### src/rtl/full_adder_4bits_pkg.sv
// Shared sizing constants for the registered 4-bit ripple-carry adder.
package full_adder_4bits_pkg;
    localparam int WIDTH = 4;
    localparam int SUM_W = WIDTH + 1;
endpackage

### src/rtl/full_adder_4bits_fa1.sv
// Single-bit full-adder cell, purely combinational; chained by full_adder_4bits.
module full_adder_1bit (
    input  logic a,
    input  logic b,
    input  logic cin,
    output logic s,
    output logic cout
);
    logic w_p;

    assign w_p  = a ^ b;
    assign s    = w_p ^ cin;
    assign cout = (a & b) | (cin & w_p);
endmodule

### src/rtl/full_adder_4bits.sv
// Registered 4-bit ripple-carry adder exposing the per-stage carry chain.
// Outputs follow the operands with one cycle of latency; no enable or handshake.
module full_adder_4bits
    import full_adder_4bits_pkg::*;
(
    input  logic             clk,
    input  logic             rst,
    input  logic [WIDTH-1:0] A,
    input  logic [WIDTH-1:0] B,
    input  logic [WIDTH-1:0] Cin,
    output logic [SUM_W-1:0] SUM,
    output logic [WIDTH-1:0] Co
);
    logic [WIDTH:0]   w_carry;
    logic [WIDTH-1:0] w_s;
    logic             w_cin_unused;
    logic [SUM_W-1:0] r_sum;
    logic [WIDTH-1:0] r_co;

    // Only Cin[0] feeds the chain; the upper bits are reserved.
    assign w_carry[0]   = Cin[0];
    assign w_cin_unused = ^Cin[WIDTH-1:1];

    for (genvar i = 0; i < WIDTH; i++) begin : g_stage
        full_adder_1bit u_fa (
            .a    (A[i]),
            .b    (B[i]),
            .cin  (w_carry[i]),
            .s    (w_s[i]),
            .cout (w_carry[i+1])
        );
    end

    always_ff @(posedge clk or posedge rst) begin
        if (rst) begin
            r_sum <= '0;
            r_co  <= '0;
        end else begin
            r_sum <= {w_carry[WIDTH], w_s};
            r_co  <= w_carry[WIDTH:1];
        end
    end

    assign SUM = r_sum;
    assign Co  = r_co;
endmodule

### config.mk
export PLATFORM = sky130hd
export DESIGN_NAME = full_adder_4bits
export DESIGN_NICKNAME = d
export VERILOG_FILES = /design/src/rtl/full_adder_4bits_pkg.sv /design/src/rtl/full_adder_4bits_fa1.sv /design/src/rtl/full_adder_4bits.sv
export SDC_FILE = /design/constraint.sdc
export NUM_CORES = 1
export LEC_CHECK = 0
export CELL_PAD_IN_SITES_DETAIL_PLACEMENT = 1
export CELL_PAD_IN_SITES_GLOBAL_PLACEMENT = 2
export CORE_MARGIN = 2
export CORE_UTILIZATION = 18
export DETAILED_ROUTE_END_ITERATION = 8
export MAX_ROUTING_LAYER = met4
export PLACE_DENSITY = 0.79
export SYNTH_ARGS = -nofsm -noshare
export SYNTH_HDL_FRONTEND = slang
export SYNTH_HIERARCHICAL = 1
export SYNTH_SLANG_ARGS = --single-unit
### constraint.sdc
create_clock -name clk -period 0.8 [get_ports clk]
set_input_delay 0.08 -clock clk [delete_from_list [all_inputs] [get_ports clk]]
set_output_delay 0.08 -clock clk [all_outputs]
set_load 0.05 [all_outputs]
After elaboration in Yosys (flattened, before gate mapping):

Index checks and enable logic that the tools add are counted.

* bits in registers: 9

* bitwise operators: 20

Operators by type and width (number)
* 1-bit bitwise AND: 8
* 1-bit bitwise XOR: 8
* 1-bit bitwise OR: 4

Depth between registers and ports, before layout:

* depth after elaboration: 9
* mapped depth: 4
* mapped depth without buffers: 4

Cells and area by module:

The synthesis kept the hierarchy.

By module, submodules not included
* full_adder_4bits: cells each 10, instances 1, area each 211.5 µm²
* full_adder_1bit: cells each 1, instances 4, area each 20.0 µm²

Worst setup path after synthesis:

OpenSTA, ideal clock, no wires.

* kind: input to register
* from: in A[0]
* to: reg r_sum[3] (netlist: SUM[3])
* path slack: -1.069 ns
* path buffers: 0
* stages: 4
* required time: 0.664 ns
* arrival: 1.733 ns
* library setup time: 0.136 ns
* path through: fa_1 > fa_1 > fa_1 > fa_1

* word-level cells in the longest chain between the ends: 8
* elaborated cells on any way between the ends: 9

RTL lines
* start: declaration: line full_adder_4bits.sv:8 `input logic [WIDTH-1:0] A,`
* 1-bit bitwise XOR: line full_adder_4bits_fa1.sv:11 `assign w_p = a ^ b;`
* 1-bit bitwise AND: line full_adder_4bits_fa1.sv:13 `assign cout = (a & b) | (cin & w_p);`
* 1-bit bitwise OR *: line full_adder_4bits_fa1.sv:13
* 1-bit bitwise AND *: line full_adder_4bits_fa1.sv:13
* 1-bit bitwise OR *: line full_adder_4bits_fa1.sv:13
* net w_carry[2]: line full_adder_4bits.sv:14 `logic [WIDTH:0] w_carry;`
* 1-bit bitwise AND *: line full_adder_4bits_fa1.sv:13
* 1-bit bitwise OR *: line full_adder_4bits_fa1.sv:13
* net w_carry[3]: line full_adder_4bits.sv:14
* 1-bit bitwise XOR *: line full_adder_4bits_fa1.sv:12 `assign s = w_p ^ cin;`
* net w_s[3]: line full_adder_4bits.sv:15 `logic [WIDTH-1:0] w_s;`
* end signal: assignment: line full_adder_4bits.sv:39 `r_sum <= {w_carry[WIDTH], w_s};`
* end: declaration: line full_adder_4bits.sv:17 `logic [SUM_W-1:0] r_sum;`

Mark *: on every way through the listed nets, which the timed path passes. The rest lies on a longest branch.

Final worst setup path:

* from: in A[0]
* to: reg r_sum[3] (netlist: SUM[3])

* word-level cells in the longest chain between the ends: 8
* elaborated cells on any way between the ends: 9

RTL lines (line)
* 1-bit bitwise XOR: full_adder_4bits_fa1.sv:11
* 1-bit bitwise AND: full_adder_4bits_fa1.sv:13
* 1-bit bitwise OR *: full_adder_4bits_fa1.sv:13
* net w_carry[1]: full_adder_4bits.sv:14
* 1-bit bitwise AND *: full_adder_4bits_fa1.sv:13
* 1-bit bitwise OR *: full_adder_4bits_fa1.sv:13
* net w_carry[2]: full_adder_4bits.sv:14
* 1-bit bitwise AND *: full_adder_4bits_fa1.sv:13
* 1-bit bitwise OR *: full_adder_4bits_fa1.sv:13
* net w_carry[3]: full_adder_4bits.sv:14
* 1-bit bitwise XOR *: full_adder_4bits_fa1.sv:12
* net w_s[3]: full_adder_4bits.sv:15

Marks and branches as above.

==> impl_summary.md <==
Timing
Setup repair after global routing could not meet its margin everywhere. The hold violation count in the final report is 0. The worst slew margin relative to its limit is 81.2%.

The share of the cycle needed by the critical path after routing is 208%. The final worst setup slack is -0.863 ns. The total negative slack is -3.97 ns. Setup violations remaining at the end of the flow were counted as 15. The achievable clock frequency is 0.601 GHz. For the pin with the worst max-slew slack, the measured transition is 0.282 ns. The max-slew violation count is 0. The minimum clock period after layout is 1.66 ns.

Run status
The checks that failed: setup timing. The run finished, with violations left.

Final layout
The library cell used most frequently in the layout, excluding fill and tap cells, is sky130_fd_sc_hd__buf_12. For this run, the post-layout net count is 61. The share of post-route cells with drive strength above 1 is 59.5%. The area growth from synthesis to layout is 128%. The top cell types in the final layout, fill and taps aside, are 9 x sky130_fd_sc_hd__buf_12, 7 x sky130_fd_sc_hd__dfrtp_1, 6 x sky130_fd_sc_hd__clkdlybuf4s50_1, 5 x sky130_fd_sc_hd__buf_4. 0 antenna diodes ended up in the layout.

Power and ir drop
Summing internal, switching and leakage power gives 1450 uW. Per report_power, the sequential group accounts for 35.4% of the total. The worst supply voltage drop on vdd is 0.623 mV. Summed over all nets, the switching power comes to 473 uW. For this design the static power due to leakage is 0.000299 uW.

The cell-internal power is 977 uW. The portion of total power attributed to combinational logic is 42.8%. The power per cell area is 2180 nW/um2.

The share of total power in the clock network is 21.8%. Net switching is 32.6% of the power.

Synth
Synthesis instantiated 4 different standard cells from the library. Of the synthesized area, sequential elements account for 68.7%. The mean cell area of the mapped netlist is 20.8 um2. The yosys synthesis warning count is 6.

The number of instances in the synthesized netlist is 14. The cell area after synthesis is 292 um2. The total of flip-flops plus latches after synthesis is 8. The total nets after synthesis is 32.

Placement
The routability-driven placement congestion ratio is 0.700. The placement-stage worst setup slack is -1.53 ns. After legalization and detailed placement, the total HPWL measured 620 um. The number of buffer cells added on primary ports is 19.

Detailed routing
For this block, the initial DRC count from the detailed router was 0. Dividing the detail-routed wire length by the instance count gives 12.5 um. The number of iterations in the first detailed-routing pass is 1.

In this run the remaining antenna-violating nets after routing total 0. The wire length after detailed routing is 727 um. After detailed routing, the number of remaining DRC violations is 0.

In the routed layout, each cell is associated on average with a via count of 3.88. The count of vias placed by the detailed router is 225.

GRT
The number of global-route vias before repair came to 242. The total routing usage reported by global routing is 8.71%. The initial antenna violation count came to 0. The global-route wire length before repair is 1060 um. Entering global routing, the biggest net connects 9 pins. The final global-route overflow total is 0.

Setup path
On the worst path, the slowest cell contributes a delay of 0.44 ns. STA puts the critical path data required time at 0.91 ns. STA classifies the critical path startpoint as an input port.

The kind of critical path is in2reg. The category of the worst setup path capture point is a flip-flop. The depth of the critical timing path with buffers and inverters included is 5. The number of buffers and inverters on the critical path is 1. The critical path data arrival time is 1.78 ns. The cell with the largest stage delay on the worst path is sky130_fd_sc_hd__fa_1.

Walking the worst path, the cells encountered are buf_6 -> fa_2 -> fa_2 -> fa_2 -> fa_1. Counting stages on the worst path, the most repeated cell is sky130_fd_sc_hd__fa_2. The family with the most delay on the worst path is adder cells. The largest fanout on the critical path is 2.

Floorplanning
From bottom edge to top edge, the die measures 44.2 um. The number of rows in the core area is 14. The core region is 1510 um2. The die outline width is 44.2 um.

The number of top-level pins is 23. The die covers 1960 um2. The initial utilization of the core area, before any placement, comes to 19.4%.

Min path
The path class of the tightest hold or removal check is in2async.

CTS
CTS built an H-tree with a depth of 1. Clock tree synthesis found a total of 8 sinks. The TritonCTS clock tree is yes. The hold-fix buffer count after cts is 0. Counting along the longest clock path gives a buffer depth of 2. The clock-pin slew on the worst setup and hold paths is 0.05 ns. The buffer type at the clock tree root is sky130_fd_sc_hd__clkbuf_4. Buffers inserted during clock tree synthesis total 3.

Job
The max capacitance violation total is 0.
stage by stage:
step           util, %  cells  hold slack, ns  cell area, um2
3_5_place_dp      39.4     48           0.370             593
2_1_floorplan        -     14          -0.104             304
4_1_cts           41.9     55           0.110             632
6_report          44.1     58          0.0909             664
5_1_grt           44.1     58           0.116             664
3_3_place_gp      39.4     48           0.330             593
flip-flops by register name (all words and copies together) (netlist names):
name  cells
Co        4
SUM       4
timing repair:
action                                  CTS  global route
endpoints found under the setup margin   17            15
buffers inserted                          3             3
resized for setup                        14             2
pin swaps                                 4             4
synthesized netlist by cell type, drive strengths merged:
cell type / instances / share of area, %
buf: 1 / 2.6
fa: 4 / 27
inv: 1 / 1.3
dfrtp: 8 / 69
final timing paths:
kind,endpoint,startpoint,slack [ns]
max in group asynchronous,Co[3],rst,0.47
worst max-delay path,SUM[3],A[0],-0.86
min in group clk,SUM[0],Cin[0],0.13
worst min-delay path,Co[0],rst,0.09
per-layer routing:
layer	track usage [%]	part of all wire, %	up-vias
met3	4.08	14	2
met1	7.49	30	110
met2	14.1	54	18
li1	-	-	95
met4	7.27	1.1	0
met5	-	0	-
power groups by stage:
stage / Clock [uW] / Sequential, uW / Combinational [uW]
after floorplan: 0 / 682 / 67.9
after global placement: 0 / 516 / 579
after detailed placement: 0 / 523 / 590
after CTS: 326 / 516 / 603
after global routing: 360 / 518 / 646
final: 316 / 513 / 621
kinds of logic after synthesis:
logic type,share of synthesized area (%)
adder cells (fa/ha/maj),27.5
buffers and inverters,3.86
flip-flops,68.7
final cells by class:
type	instances	area [um2]
Clock buffer	4	26.3
Fill cell	165	842
Inverter	1	3.75
Multi-Input combinational cell	4	87.6
Sequential cell	8	201
Tap cell	16	20.0
Timing Repair Buffer	25	325
Note: power is estimated with default switching activity, not from simulation.
==> RTL edit (same flow settings) <==
Change the package constant `WIDTH` from 4 to 5.
--- a/src/rtl/full_adder_4bits_pkg.sv
+++ b/src/rtl/full_adder_4bits_pkg.sv
@@ -2,3 +2,3 @@
 package full_adder_4bits_pkg;
-    localparam int WIDTH = 4;
+    localparam int WIDTH = 5;
     localparam int SUM_W = WIDTH + 1;
Ports: changed (5 resized); port bits go from 23 to 28. No check against the original RTL was run, so the function may have changed too.
==> RTL edit against the original RTL <==
The run still ends with setup timing left; cell area rose by 19%; critical path depth rose by 1; hold slack improved by 13 ps; synthesized cell count rose by 21%; non-clock buffer count did not move; sequential cell count rose by 2; count of clock-buffer cells in the layout did not move; wire length rose by 16%; area after synthesis rose by 24%; sequential share of layout area rose by 1.4 points; total power rose by 27%; worst setup slack got worse by 300 ps; first-iteration DRC count did not move; largest cell class unchanged; largest power group unchanged; highest routed layer unchanged.
==> RTL edit: results (changes against the original RTL) <==
The share of synthesized area occupied by flip-flops and latches is 69.20% (+0.53 points). The average instance area after synthesis is 21.27 sq um (+2.1%). The total number of vias is 248 (+10%). The per-cell routed wire length is 11.68 microns (-6.8%). The cell internal power dissipation came to 1.232 mW (+26%). The number of antenna diodes came out at 0 (unchanged). The worst setup path startpoint is Cin[0]. The run finished, with violations left. The number of buffers added by the clock tree synthesis step came out at 3 (unchanged). The routability congestion estimate is 0.5900 (-16%).

The number of failing setup endpoints in the final timing report is 19 (+4). The post-detailed-route DRC marker count came out at 0 (unchanged). The number of input and output port buffers inserted is 23 (+4). The net count after synthesis was 39 (+22%). The most critical setup path has its endpoint at SUM[4]. The placed instance count is 67 (+40%). The peak per-stage delay on the critical path came out at 430 ps. The total negative slack came out at -6129 ps (-2162 ps). The tightest slew margin relative to the limit came out at 91.77% (+11 points).

The number of nets in the layout came out at 68 (+11%). The via count of the first global-routing pass came out at 301 (+24%). The fraction of final layout cells with drive strength greater than 1 came out at 55.56% (-4.0 points). The static leakage power is 0.3431 nW (+15%).

The path class of the tightest hold or removal check is in -> reg. The final critical-path setup slack is -1163 ps (-300.4 ps). By area the synthesized netlist is led by sky130_fd_sc_hd__dfrtp_1 69%, sky130_fd_sc_hd__fa_1 28%, sky130_fd_sc_hd__buf_4 2.1%. The area of placed instances is 759.5 sq um (+28%). The number of iterations in the first detailed-routing pass is 1 (unchanged). The dominant register cell in the synthesized netlist is sky130_fd_sc_hd__dfrtp_1. The proportion of register bits with asynchronous set or reset after synthesis came to 100.0% (unchanged). The largest net degree at the start of global routing is 11 (+2). The wire length of the first global-routing pass came out at 1.462 mm (+38%). The maximum net fanout on the critical path came out at 2 (unchanged). The detailed-route vias per instance came out at 3.444 (-11%).

After synthesis, the most frequently instantiated cells are 10 x sky130_fd_sc_hd__dfrtp_1, 5 x sky130_fd_sc_hd__fa_1, 1 x sky130_fd_sc_hd__buf_4, 1 x sky130_fd_sc_hd__inv_1. The H-tree depth reported by CTS is 1 (unchanged). The worst ir drop on vdd came out at 0.001011 V (+62%). The checks that failed: setup timing. The maximum buffer depth of the clock tree came out at 2 (unchanged). Clock tree synthesis selected as its root buffer the cell sky130_fd_sc_hd__clkbuf_4.

The pre-CTS setup slack was -1863 ps (-335.5 ps). The data arrival time of the critical path is 2110 ps (+330 ps). For this design, the slowest cell found on the critical path is sky130_fd_sc_hd__fa_1.

The post-DP HPWL is 744.5 microns (+20%). The clock transition at the registers of the reported paths came out at 70 ps (+20 ps). The overall global routing resource usage was 9.251% (+0.54 points).
-- RTL edit: cell count changes after synthesis --
cell,before,now
sky130_fd_sc_hd__fa_1,4,5
sky130_fd_sc_hd__dfrtp_1,8,10
-- RTL edit: cell type report --
cell class                      instances  area [sq um]
Fill cell                             207          1129
Timing Repair Buffer                   25         357.8
Sequential cell                        10         251.5
Multi-Input combinational cell          5         110.1
Clock buffer                            4         36.28
Tap cell                               27         33.78
Inverter                                1         3.754
-- RTL edit: routing by layer --
metal	share of wire, %	wire length, microns	up-vias	GRT usage, %
met3	16	137	4	5.521
met4	2.5	21	0	5.714
li1	-	-	104	-
met2	46	386	24	12.10
met5	0	0	-	-
met1	35	295	116	10.65
-- RTL edit: worst min path at each step --
stage / startpoint / endpoint / slack (ps) / cells past startpoint
floorplan: rst / Co[0] / -80 / 1
global placement: rst / SUM[1] / 400 / 3
detailed placement: rst / SUM[1] / 400 / 3
CTS: Cin[0] / SUM[0] / 100 / 2
global route: Cin[0] / SUM[0] / 100 / 2
finish: Cin[0] / SUM[0] / 100 / 2
-- RTL edit: timing repair --
action,4_1_cts,5_1_grt
buffers inserted,1,0
endpoints found under the hold margin,0,0
setup endpoints to repair,20,19
gates resized for setup,14,0
pin swaps,5,5
-- RTL edit: power by group through the flow --
stage               logic, mW  registers (mW)  clock network, mW
floorplan              0.0799           0.859                  0
global placement        0.745           0.647                  0
detailed placement      0.763           0.649                  0
CTS                     0.762           0.639              0.485
global route            0.786           0.643              0.513
finish                  0.745           0.638              0.464
-- RTL edit: cell families after synthesis --
group	after synthesis	share of synthesized area (%)
buffers and inverters	2	3.114
adders and majority gates	5	27.68
DFF	10	69.20
-- RTL edit: critical path, delay by kind of cell --
kind	cells	cell delay [ps]
fa+ha+maj	5	1930
buf+inv	1	90
